File: config.mk
export PLATFORM = sky130hd
export DESIGN_NAME = loop_iv_gen
export DESIGN_NICKNAME = d
export VERILOG_FILES = /design/src/rtl/loop_iv_gen.sv
export SDC_FILE = /design/constraint.sdc
export NUM_CORES = 1
export LEC_CHECK = 0
export BUFFER_PORTS_ARGS = -buffer_cell sky130_fd_sc_hd__buf_4
export CORE_UTILIZATION = 50
export CTS_CLUSTER_SIZE = 25
export DETAILED_ROUTE_END_ITERATION = 12
export HOLD_SLACK_MARGIN = 0.1
export MAX_ROUTING_LAYER = met4
export PLACE_DENSITY = 0.74
export RECOVER_POWER = 100
export SLEW_MARGIN = 20
export SYNTH_ARGS = -nofsm -noshare
export SYNTH_HDL_FRONTEND = slang
export SYNTH_SLANG_ARGS = --single-unit
File: constraint.sdc
create_clock -name clk_i -period 8.3 [get_ports clk_i]
set_input_delay 1.245 -clock clk_i [delete_from_list [all_inputs] [get_ports clk_i]]
set_output_delay 1.245 -clock clk_i [all_outputs]
set_load 0.05 [all_outputs]
File: src/rtl/loop_iv_gen.sv
// Nested-loop induction-variable generator with valid/ready output and IV-to-subscript routing.
// Optional accepted-tuple counter: define MAGE_IV_GEN_ITER_CNT_EN to build it.
package mage_pkg;
  localparam int NBIT_LP_IV         = 8;
  localparam int N_SUBSCRIPTS       = 2;
  localparam int N_IV_PER_SUBSCRIPT = 2;
endpackage

module loop_iv_gen #(
  parameter int N_LOOPS            = 4,
  parameter int NBIT_LP_IV         = mage_pkg::NBIT_LP_IV,
  parameter int N_SUBSCRIPTS       = mage_pkg::N_SUBSCRIPTS,
  parameter int N_IV_PER_SUBSCRIPT = mage_pkg::N_IV_PER_SUBSCRIPT,
  localparam int SELW              = $clog2(N_LOOPS + 1)
) (
  input  logic                                             clk_i,
  input  logic                                             rst_n_i,
  input  logic                                             start_i,
  input  logic                                             abort_i,
  input  logic [N_LOOPS*NBIT_LP_IV-1:0]                    lb_i,
  input  logic [N_LOOPS*NBIT_LP_IV-1:0]                    ub_i,
  input  logic [N_LOOPS*NBIT_LP_IV-1:0]                    step_i,
  input  logic [N_SUBSCRIPTS*N_IV_PER_SUBSCRIPT*SELW-1:0]  iv_sel_i,
  input  logic                                             ready_i,
  output logic                                             valid_o,
  output logic [N_LOOPS*NBIT_LP_IV-1:0]                    iv_o,
  output logic [N_SUBSCRIPTS*N_IV_PER_SUBSCRIPT*NBIT_LP_IV-1:0] iv_sub_o,
  output logic                                             last_o,
  output logic                                             busy_o,
  output logic                                             done_o,
  output logic [31:0]                                      iter_cnt_o
);

  localparam int IDXW = (N_LOOPS > 1) ? $clog2(N_LOOPS) : 1;
  localparam logic [SELW-1:0] SEL_ZERO = SELW'(N_LOOPS);

  typedef enum logic [1:0] {
    S_IDLE,
    S_RUN,
    S_DONE
  } state_t;

  state_t r_state;
  logic [N_LOOPS-1:0][NBIT_LP_IV-1:0] r_lb;
  logic [N_LOOPS-1:0][NBIT_LP_IV-1:0] r_ub;
  logic [N_LOOPS-1:0][NBIT_LP_IV-1:0] r_step;
  logic [N_LOOPS-1:0][NBIT_LP_IV-1:0] r_iv;
  logic [N_SUBSCRIPTS-1:0][N_IV_PER_SUBSCRIPT-1:0][SELW-1:0] r_sel;
  logic r_valid;
  logic r_done;

  logic [N_LOOPS-1:0][NBIT_LP_IV-1:0] w_lb_in;
  logic [N_LOOPS-1:0][NBIT_LP_IV-1:0] w_ub_in;
  logic [N_LOOPS-1:0][NBIT_LP_IV-1:0] w_step_in;
  logic [N_LOOPS-1:0][NBIT_LP_IV-1:0] w_step_eff;
  logic [N_LOOPS-1:0][NBIT_LP_IV-1:0] w_iv_next;
  logic [N_LOOPS-1:0]                 w_nonempty;
  logic [N_LOOPS-1:0]                 w_wrap;
  logic [N_LOOPS:0]                   w_carry;
  logic [N_SUBSCRIPTS-1:0][N_IV_PER_SUBSCRIPT-1:0][NBIT_LP_IV-1:0] w_sub;
  logic w_last;
  logic w_start_ok;

  assign w_lb_in   = lb_i;
  assign w_ub_in   = ub_i;
  assign w_step_in = step_i;
  assign w_carry[0] = 1'b1;

  // Odometer: each level wraps to lb when iv+step reaches ub; the extra sum bit
  // keeps a near-max ub from looking like "not yet reached" after overflow.
  for (genvar gi = 0; gi < N_LOOPS; gi++) begin : g_level
    logic [NBIT_LP_IV:0] w_sum;
    assign w_nonempty[gi] = w_lb_in[gi] < w_ub_in[gi];
    assign w_step_eff[gi] = (w_step_in[gi] == '0) ? NBIT_LP_IV'(1) : w_step_in[gi];
    assign w_sum          = {1'b0, r_iv[gi]} + {1'b0, r_step[gi]};
    assign w_wrap[gi]     = w_sum >= {1'b0, r_ub[gi]};
    assign w_carry[gi+1]  = w_carry[gi] & w_wrap[gi];
    assign w_iv_next[gi]  = !w_carry[gi] ? r_iv[gi] :
                            (w_wrap[gi] ? r_lb[gi] : w_sum[NBIT_LP_IV-1:0]);
  end

  // Carry out of the top level means the current tuple is the final one.
  assign w_last = w_carry[N_LOOPS];

  for (genvar gi = 0; gi < N_SUBSCRIPTS; gi++) begin : g_sub
    for (genvar gk = 0; gk < N_IV_PER_SUBSCRIPT; gk++) begin : g_slot
      logic [SELW-1:0] w_sel;
      assign w_sel = r_sel[gi][gk];
      assign w_sub[gi][gk] = (w_sel < SEL_ZERO) ? r_iv[w_sel[IDXW-1:0]] : '0;
    end
  end

  assign w_start_ok = start_i & ~abort_i & (r_state == S_IDLE);

  always_ff @(posedge clk_i or negedge rst_n_i) begin
    if (!rst_n_i) begin
      r_state <= S_IDLE;
      r_lb    <= '0;
      r_ub    <= '0;
      r_step  <= '0;
      r_iv    <= '0;
      r_sel   <= '0;
      r_valid <= 1'b0;
      r_done  <= 1'b0;
    end else if (abort_i) begin
      r_state <= S_IDLE;
      r_valid <= 1'b0;
      r_done  <= 1'b0;
    end else begin
      case (r_state)
        S_IDLE: begin
          r_done <= 1'b0;
          if (start_i) begin
            r_lb   <= w_lb_in;
            r_ub   <= w_ub_in;
            r_step <= w_step_eff;
            r_sel  <= iv_sel_i;
            r_iv   <= w_lb_in;
            if (&w_nonempty) begin
              r_state <= S_RUN;
              r_valid <= 1'b1;
            end else begin
              r_state <= S_DONE;
              r_done  <= 1'b1;
            end
          end
        end
        S_RUN: begin
          if (r_valid && ready_i) begin
            if (w_last) begin
              r_state <= S_DONE;
              r_valid <= 1'b0;
              r_done  <= 1'b1;
            end else begin
              r_iv <= w_iv_next;
            end
          end
        end
        S_DONE: begin
          r_done  <= 1'b0;
          r_state <= S_IDLE;
        end
        default: begin
          r_state <= S_IDLE;
          r_valid <= 1'b0;
          r_done  <= 1'b0;
        end
      endcase
    end
  end

`ifdef MAGE_IV_GEN_ITER_CNT_EN
  logic [31:0] r_iter_cnt;
  logic        w_fire_acc;

  assign w_fire_acc = r_valid & ready_i & ~abort_i;

  always_ff @(posedge clk_i or negedge rst_n_i) begin
    if (!rst_n_i) begin
      r_iter_cnt <= '0;
    end else if (w_start_ok) begin
      r_iter_cnt <= '0;
    end else if (w_fire_acc && (r_iter_cnt != '1)) begin
      r_iter_cnt <= r_iter_cnt + 32'd1;
    end
  end

  assign iter_cnt_o = r_iter_cnt;
`else
  logic w_start_unused;
  assign w_start_unused = w_start_ok;
  assign iter_cnt_o = '0;
`endif

  assign valid_o  = r_valid;
  assign iv_o     = r_iv;
  assign iv_sub_o = w_sub;
  assign last_o   = r_valid & w_last;
  assign busy_o   = (r_state != S_IDLE);
  assign done_o   = r_done;

endmodule

==> results.txt <==
Final Max Slew Viols - 136
Mux contribution to synthesized area - 20.2%
Main combinational cell family by area after synthesis - multiplexers
Via density - 5.57
TritonCTS Buffers - 17
Total track usage - 27.9%
Final WL - 26300 um
Max VDD drop - 0.000155 V
Post_cts resized - 0
Met1 WL - 11600 um
Routed Antenna Nets - 0
Clock Sinks - 144
Mapped Cells - 946
Cells on worst reg2reg path - 6
Setup TNS - 0 ps
Crit end category - output port
WP data arrival - 4600 ps
Worst Skew - 6.36 ps
Postcts setup bufs - 0
Simple-Gate Fraction of Synth Area - 9.64%
XOR/XNOR share of the synthesized area - 1.41%
Slew @ Worst Pin - 3780 ps
Cts hold-fix bufs - 0
Core Rows - 51
EDFF count, synth - 0
CP Launch Point - iv_o[16]
Largest net degree at the start of global routing - 79
Die H - 143 um
Number of hold violations in the final report - 0
Slew HR - -152%
Register area - 0.00360 mm2
Sequential share of the synthesized area - 36.3%
Place WS - 3140 ps
Critical path type - reg2out
Hold crit path type - reg2reg
YS warnings - 0
Avg WL per Cell - 18.9 um
Post-synthesis cell area - 0.00991 mm2
Final period util - 70.4%
Pwr dens - 343 mW/mm2
RR Endpoint - iv_o[25]
Nets - 1325
Detail Route met2 WL - 12400 um
Starting Density - 50.9%
Post-placement cell area - 0.0114 mm2
Worst Setup Slack, final - 2450 ps
GPL Wtd Cong - 0.902
CTS Root Cell - clkbuf_16
CORE AREA - 0.0195 mm2
Design Power - 4.01 mW
DR top layer - met4
PortBufs - 180
Count of different cell masters after synthesis - 53
Hold depth - 1
RSZ-0062 raised after global routing - no
Outcome - finished with violations
Fin Hold WS - 476 ps
Endpoint, Worst Hold - done_o
Final setup fails - 0
Syn_area_per_cell - 10.5 um2
Initial antenna violation count - 1
P_leak - 5.45 nW
CTS tree - yes
Die X - 143 um
Fillers - 1685
Clock-pin slew on the worst setup and hold paths - 60 ps
Adder-Cell Fraction of Synth Area - 12.4%
FFs w/ async S/R, synth - 100%
#FFs+latches synth - 144
Fin util - 60.1%
# IOs - 213
Vias in the first global route - 7631
First-pass GRT wire length - 41200 um
Final cell count without fillers - 1394
Failing checks - capacitance limit, slew limit
Fmax achieved - 171 MHz
CTS max path bufs - 2
Compound-gate portion of the synthesized area - 13.5%
DRT iter0 DRCs - 441
Max cap viols - 2
Minimum clock period - 5850 ps
Total die area - 0.0204 mm2
Total congestion overflow - 0
Reg2Reg Setup Slack - 3160 ps
Post-route DRC - 0
Layout cells sized above 1 - 23.8%
Met3 wire length - 1610 um
Initial DRT Pass Iterations - 5
Ys flop type - dfrtp_1
Multi-input gate area - 0.00572 mm2
Placed Cells - 1361
Clk_lat worst skew - 420 ps
Final instance area - 0.0117 mm2
Via Count - 7765
Hold path start - done_o
CTS H-tree lvls - 4
Worst Path Max Fanout - 12
RR Startpoint - r_state[0]
Area Overhead vs Synth - 17.9%
CP Launch Type - flip-flop
Critical Path RT - 7050 ps
Detailed placement HPWL - 20100 um
[cell families (layout without fill, tap and decap cells)]
family	after synthesis	in the layout
muxes	146	146
adders and majority gates	96	96
and+or+nand+nor	202	202
DFF	144	144
buffers and inverters	133	284
AOI/OAI and AO/OA	208	208
xor gates and xnor gates	16	16
other	1	33
[cells in the mapped netlist (4+ instances only)]
master	number	share of area, %
clkbuf_1	23	0.87
nor2b_1	34	2.1
nand3_1	9	0.45
xor2_1	6	0.53
a211oi_1	25	1.9
nand2_1	69	2.6
inv_1	65	2.5
a211o_1	6	0.53
o21a_1	7	0.53
nand2b_1	8	0.50
xnor2_1	10	0.88
buf_4	33	2.5
ha_1	92	12
buf_2	5	0.25
a21oi_2	4	0.35
nand4_1	9	0.57
a21oi_1	47	2.4
nor2_1	55	2.1
mux2_4	7	1.1
nor3_1	5	0.25
mux2_2	83	9.4
mux4_2	32	7.3
nor4_1	7	0.44
a21o_1	20	1.5
o21ai_0	65	3.3
mux2i_1	24	2.4
o31ai_1	4	0.30
buf_1	6	0.23
fa_1	4	0.81
dfrtp_1	144	36
[power breakdown]
| part | internal, mW | switching (mW) |
|---|---|---|
| sequential | 0.862 | 0.218 |
| clock | 0.524 | 0.294 |
| combinational | 0.838 | 1.27 |
| total | 2.22 | 1.78 |
[sequential cells by signal, summed over array words and instances, names as in the netlist]
signal / cells
r_ub: 32
iv_o: 32
r_step: 32
valid_o: 1
done_o: 1
g_sub.g_slot.w_sel: 12
r_lb: 32
r_state: 2
[routing by layer]
metal | vias up | GRT usage (%)
li1 | 3690 | -
met1 | 3729 | 36.5
met2 | 306 | 43.6
met3 | 40 | 5.60
met4 | 0 | 9.00
met5 | - | -
[worst max-delay path by stage]
stage / slack [ps] / to / cells past startpoint
finish: 2450 / last_o / 14
global route: 2240 / last_o / 14
CTS: 2690 / last_o / 15
detailed placement: 3140 / last_o / 15
global placement: 3190 / last_o / 15
floorplan: 3330 / last_o / 13
[critical path, stage by stage (launching register included)]
cell      delay [ps]
dfrtp_1          470
ha_1             280
fa_1             430
a211oi_1         230
nor2_1           110
o21a_1           170
nor2_1           100
xnor2_1          100
ha_1             300
nand4_1           90
a211o_1          280
nand4_1          510
nand4_1          460
nor2_1           180
clkbuf_1         480
[cell type report]
type | count | share of cell area, %
Antenna cell | 1 | 0.0214
Timing Repair Buffer | 188 | 9.90
Clock buffer | 21 | 4.02
Sequential cell | 144 | 30.8
Multi-Input combinational cell | 700 | 49.0
Inverter | 65 | 2.09
Clock inverter | 10 | 1.36
Tap cell | 265 | 2.84
[cell usage in the layout, fill, tap and decap left out, types with 5 or more instances in the layout]
| cell | instances |
|---|---|
| xor2_1 | 6 |
| inv_1 | 65 |
| nand3_1 | 9 |
| nand4_1 | 10 |
| conb_1 | 32 |
| a21o_1 | 20 |
| clkbuf_1 | 74 |
| a211o_1 | 6 |
| o21a_1 | 7 |
| a211oi_1 | 25 |
| nor4_1 | 7 |
| a21oi_1 | 49 |
| ha_1 | 92 |
| dfrtp_1 | 144 |
| nand2b_1 | 8 |
| nor2b_1 | 34 |
| mux2_2 | 83 |
| nor2_1 | 55 |
| buf_4 | 114 |
| nor3_1 | 5 |
| clkbuf_16 | 17 |
| mux2i_1 | 24 |
| mux2_1 | 7 |
| mux4_2 | 32 |
| xnor2_1 | 10 |
| o21ai_0 | 65 |
| nand2_1 | 69 |
(Power assumes the default switching activity.)
